<file path="config.mk">
export PLATFORM = sky130hd
export DESIGN_NAME = morse_msg_sequencer
export DESIGN_NICKNAME = d
export VERILOG_FILES = /design/src/rtl/morse_msg_sequencer.sv
export SDC_FILE = /design/constraint.sdc
export NUM_CORES = 1
export LEC_CHECK = 0
export ABC_CLOCK_PERIOD_IN_PS = 2800
export CAP_MARGIN = 5
export CORE_MARGIN = 2
export CORE_UTILIZATION = 50
export DETAILED_ROUTE_END_ITERATION = 10
export GPL_ROUTABILITY_DRIVEN = 0
export HOLD_SLACK_MARGIN = 0.05
export PLACE_DENSITY_LB_ADDON = 0.1
export SKIP_LAST_GASP = 1
export SLEW_MARGIN = 20
export SYNTH_ARGS = -nofsm -noshare
export SYNTH_HDL_FRONTEND = slang
export SYNTH_SLANG_ARGS = --single-unit
</file>
<file path="constraint.sdc">
create_clock -name ClockIn -period 2.8 [get_ports ClockIn]
set_input_delay 0.56 -clock ClockIn [delete_from_list [all_inputs] [get_ports ClockIn]]
set_output_delay 0.56 -clock ClockIn [all_outputs]
set_load 0.1 [all_outputs]
</file>
<file path="src/rtl/morse_msg_sequencer.sv">
// Morse message sequencer: queues 3-bit letter codes (A-H) and plays each one's
// trimmed dot/dash pattern, one unit per DIV clocks, followed by a fixed gap.
module morse_msg_sequencer #(
    parameter int DIV        = 250,
    parameter int FIFO_DEPTH = 4,
    parameter int GAP_UNITS  = 3
) (
    input  logic       ClockIn,
    input  logic       Reset,
    input  logic [2:0] LetterIn,
    input  logic       LetterValid,
    output logic       LetterReady,
    input  logic       Abort,
    output logic       DotDashOut,
    output logic       NewBitOut,
    output logic       Busy,
    output logic       Done
);

    localparam int CNT_W = (DIV > 1) ? $clog2(DIV) : 1;
    localparam int GAP_W = $clog2(GAP_UNITS + 1);
    localparam int PTR_W = $clog2(FIFO_DEPTH);

    localparam logic [CNT_W-1:0] CNT_RELOAD = CNT_W'(DIV - 1);
    localparam logic [GAP_W-1:0] GAP_RELOAD = GAP_W'(GAP_UNITS - 1);
    localparam logic [PTR_W:0]   FULL_COUNT = (PTR_W + 1)'(FIFO_DEPTH);

    typedef enum logic [1:0] {IDLE, LOAD, SEND, GAP} state_t;

    function automatic logic [10:0] pattern(input logic [2:0] code);
        case (code)
            3'd0:    return 11'b10111000000;
            3'd1:    return 11'b11101010100;
            3'd2:    return 11'b11101011101;
            3'd3:    return 11'b11101010000;
            3'd4:    return 11'b10000000000;
            3'd5:    return 11'b10101110100;
            3'd6:    return 11'b11101110100;
            default: return 11'b10101010000;
        endcase
    endfunction

    logic [2:0]       mem [FIFO_DEPTH];
    logic [PTR_W-1:0] wr_ptr, rd_ptr;
    logic [PTR_W:0]   count;

    state_t           state;
    logic [2:0]       cur;
    logic [10:0]      shreg;
    logic [CNT_W-1:0] cnt;
    logic [GAP_W-1:0] gapcnt;
    logic             dot_dash;

    logic        empty, full, push, pop, tick, gap_last;
    logic [10:0] cur_pattern, shifted;

    assign empty       = (count == '0);
    assign full        = (count == FULL_COUNT);
    assign tick        = (cnt == '0);
    assign gap_last    = (state == GAP) && tick && (gapcnt == '0);
    assign cur_pattern = pattern(cur);
    assign shifted     = {shreg[9:0], 1'b0};

    assign LetterReady = !full && !Abort;
    assign push        = LetterValid && LetterReady;
    // A letter leaves the queue only when the FSM is about to enter LOAD.
    assign pop         = !Abort && !empty && ((state == IDLE) || gap_last);

    assign DotDashOut  = dot_dash;
    assign NewBitOut   = ((state == SEND) || (state == GAP)) && tick && !Abort;
    assign Done        = gap_last && empty && !Abort;
    assign Busy        = (state != IDLE) || !empty;

    // NOTE: queue storage is left unreset; count gates every read, so stale entries are never seen.
    always_ff @(posedge ClockIn) begin
        if (push) mem[wr_ptr] <= LetterIn;
    end

    always_ff @(posedge ClockIn or posedge Reset) begin
        if (Reset) begin
            wr_ptr <= '0;
            rd_ptr <= '0;
            count  <= '0;
        end else if (Abort) begin
            wr_ptr <= '0;
            rd_ptr <= '0;
            count  <= '0;
        end else begin
            if (push) wr_ptr <= wr_ptr + 1'b1;
            if (pop)  rd_ptr <= rd_ptr + 1'b1;
            case ({push, pop})
                2'b10:   count <= count + 1'b1;
                2'b01:   count <= count - 1'b1;
                default: count <= count;
            endcase
        end
    end

    always_ff @(posedge ClockIn or posedge Reset) begin
        if (Reset) begin
            state    <= IDLE;
            cur      <= '0;
            shreg    <= '0;
            cnt      <= '0;
            gapcnt   <= '0;
            dot_dash <= 1'b0;
        end else if (Abort) begin
            state    <= IDLE;
            dot_dash <= 1'b0;
        end else begin
            case (state)
                IDLE: begin
                    dot_dash <= 1'b0;
                    if (!empty) begin
                        cur   <= mem[rd_ptr];
                        state <= LOAD;
                    end
                end
                LOAD: begin
                    shreg    <= cur_pattern;
                    cnt      <= CNT_RELOAD;
                    dot_dash <= cur_pattern[10];
                    state    <= SEND;
                end
                SEND: begin
                    if (tick) begin
                        cnt   <= CNT_RELOAD;
                        shreg <= shifted;
                        // Trailing zeros are trimmed: an all-zero remainder ends the letter.
                        if (shifted == '0) begin
                            gapcnt   <= GAP_RELOAD;
                            dot_dash <= 1'b0;
                            state    <= GAP;
                        end else begin
                            dot_dash <= shifted[10];
                        end
                    end else begin
                        cnt <= cnt - 1'b1;
                    end
                end
                GAP: begin
                    dot_dash <= 1'b0;
                    if (tick) begin
                        cnt <= CNT_RELOAD;
                        if (gapcnt == '0) begin
                            if (!empty) begin
                                cur   <= mem[rd_ptr];
                                state <= LOAD;
                            end else begin
                                state <= IDLE;
                            end
                        end else begin
                            gapcnt <= gapcnt - 1'b1;
                        end
                    end else begin
                        cnt <= cnt - 1'b1;
                    end
                end
                default: state <= IDLE;
            endcase
        end
    end

endmodule

</file>
==> flow_metrics.env <==
export IMPL_status="finished, final reports clean"
export IMPL_firstDrtPassIters=4
export IMPL_cts_buffers=5
export IMPL_setup_viol=0
export IMPL_mostFrequentLayoutCell="dfrtp_1"
export IMPL_drt_iter0_markers=137
export IMPL_hold_path_class="reg2reg"
export IMPL_rr_worst_depth=9
export IMPL_power_total_mw=2.47
export IMPL_grt_max_degree=34
export IMPL_num_vias=1765
export IMPL_num_antenna_cells=0
export IMPL_placed_cells=312
export IMPL_r2r_start="cnt[0]"
export IMPL_htreeDepth=2
export IMPL_root_buffer="clkbuf_8"
export IMPL_fill_cells=422
export IMPL_drcViolationCount=0
export IMPL_antenna_left=0
export IMPL_rsz0062_at_grt="no"
export IMPL_finalCoreUtilization_pct=60.6
export IMPL_met2_usage_pct=28.4
export IMPL_initial_core_util_pct=52.5
export IMPL_clock_latency_ps=290
export IMPL_io_buffer_count=11
export IMPL_cts_sinks=45
export IMPL_hpwl_mm=3.39
export IMPL_tightestPinTransition_ps=580
export IMPL_finalHoldViolCount=0
export IMPL_synth_area_per_cell_um2=10.8
export IMPL_wl_mm=4.55
export IMPL_design_area_um2=2880
export IMPL_top_usage_layer="met2"
export IMPL_postSynth_asyncResetShare_pct=73.3
export IMPL_fin_worst_skew_ps=9.72
export IMPL_cpLargestDelayFamily="simple AND/OR/NAND/NOR gates"
export IMPL_rows=25
export IMPL_crit_path_cell_trace="inv_1, ha_1, nor3b_1, nand2_2, nor4_4, buf_12"
export IMPL_cts_resized=0
export IMPL_netlist_area_um2=2490
export IMPL_synth_edf_count=12
export IMPL_ff2ff_setup_slack_ps=230
export IMPL_period_share_pct=92.8
export IMPL_dp_slack_ps=174
export IMPL_power_leakage_nw=1.13
export IMPL_placed_area_um2=2790
export IMPL_cts_clk_slew_worst_paths_ps=70
export IMPL_antenna_found_initial=0
export IMPL_hold_depth=1
export IMPL_ir_worst_vdd_mv=0.802
export IMPL_cts_setup_buffers=0
export IMPL_grt_first_pass_wirelength_mm=7.84
export IMPL_cp_required_ps=2240
export IMPL_final_nets=272
export IMPL_dieArea_um2=5570
export IMPL_relSlewSlack_pct=61.0
export IMPL_seq_area_frac_synth_pct=47.5
export IMPL_vias_per_cell=5.52
export IMPL_grt_use_met1_pct=27.0
export IMPL_fmax_mhz=385
export IMPL_hold_buffers=0
export IMPL_maxSlewViolCount=0
export IMPL_layout_common_cells="33 x dfrtp_1, 27 x nand2_1, 16 x inv_1"
export IMPL_drive_above_1_share_pct=18.2
export IMPL_ys_warn_count=0
export IMPL_die_w_um=74.6
export IMPL_rr_endpoint="count[2]"
export IMPL_crit_path_start_kind="register"
export IMPL_max_stage_delay_ps=380
export IMPL_holdCritStartpoint="gapcnt[1]"
export IMPL_synthFlopType="dfrtp_1"
export IMPL_path_max_fanout=6
export IMPL_period_minus_slack_ps=2600
export IMPL_finalNonFillerCells=320
export IMPL_synth_cells=231
export IMPL_criticalPathCategory="reg2out"
export IMPL_syn_nets=251
export IMPL_die_height_um=74.6
export IMPL_core_area_um2=4750
export IMPL_tns_ps=0
export IMPL_grt_overflow=0
export IMPL_p_per_area_nw_per_um2=859
export IMPL_grt_use_total_pct=18.7
export IMPL_drt_wirelength_per_cell_um=14.2
export IMPL_clockBufferDepth=2
export IMPL_synth_distinct_cells=52
export IMPL_num_io_pins=12
export IMPL_slowest_stage="dfrtp_1"
export IMPL_worst_hold_path_endpoint="gapcnt[1]"
export IMPL_setup_ws_ps=202
export IMPL_maxCapViolations=0
export IMPL_crit_buf_inv=2
export IMPL_grtUsageMet3_pct=4.42
export IMPL_area_growth_syn_to_layout_pct=15.4
export IMPL_holdWs_ps=497
export IMPL_arrival_ps=2040
export IMPL_first_global_vias=1648
export IMPL_end_kind="output port"
export IMPL_synth_seq_cells=45
export IMPL_cts_tree="yes"
## synth_stat cells (5+ instances only)
master	n	area [um^2]
a21oi_1	11	55.1
clkbuf_1	5	18.8
dfrtp_1	33	826
edfxtp_1	12	360
ha_1	12	150
inv_1	16	60.1
mux2_2	9	101
mux2i_1	7	70.1
nand2_1	28	105
nand3_1	7	35.0
nor2_1	13	48.8
nor3_1	6	30.0
o21ai_0	6	30.0
## power by group
| group | switching, mW | total, mW | internal (mW) |
|---|---|---|---|
| sequential | 0.172 | 0.999 | 0.827 |
| combinational | 0.618 | 1.09 | 0.469 |
| clock | 0.215 | 0.387 | 0.173 |
## cell families after synthesis
logic type	count (synthesis)	share of synthesized area, %
multiplexers	20	10.0
buffers and inverters	22	3.31
XOR/XNOR	8	3.36
adder cells (fa/ha/maj)	13	6.82
flip-flops	45	47.5
AO/OA/AOI/OAI	36	10.8
AND/OR/NAND/NOR	87	18.1
## layout make-up
class | count | area, um^2 | area share (%)
Tap cell | 67 | 83.8 | 2.91
Clock buffer | 5 | 68.8 | 2.39
Sequential cell | 45 | 1190 | 41.2
Timing Repair Buffer | 20 | 203 | 7.04
Clock inverter | 3 | 17.5 | 0.608
Inverter | 16 | 60.1 | 2.09
Multi-Input combinational cell | 164 | 1260 | 43.8
## routing by layer
metal	share of wire [%]	up-vias
met4	0.55	0
li1	-	877
met1	50	856
met3	3.4	2
met5	0	-
met2	46	30
## flip-flops by register name, summed over array words and instances, names as in the netlist
register / flops
shreg: 10
DotDashOut: 1
mem: 12
cnt: 8
rd_ptr: 2
state: 2
gapcnt: 2
count: 3
cur: 3
wr_ptr: 2
## worst max path at each step
stage	startpoint	to	slack (ps)	depth (start not counted)
2_1_floorplan	cnt[0]	Done	-170	5
5_1_grt	cnt[0]	count[2]	10	9
4_1_cts	cnt[0]	Done	120	6
3_5_place_dp	cnt[0]	count[2]	170	9
3_3_place_gp	cnt[0]	count[2]	270	9
6_report	cnt[0]	Done	200	6
No activity file was read; power rests on OpenSTA's default activity.
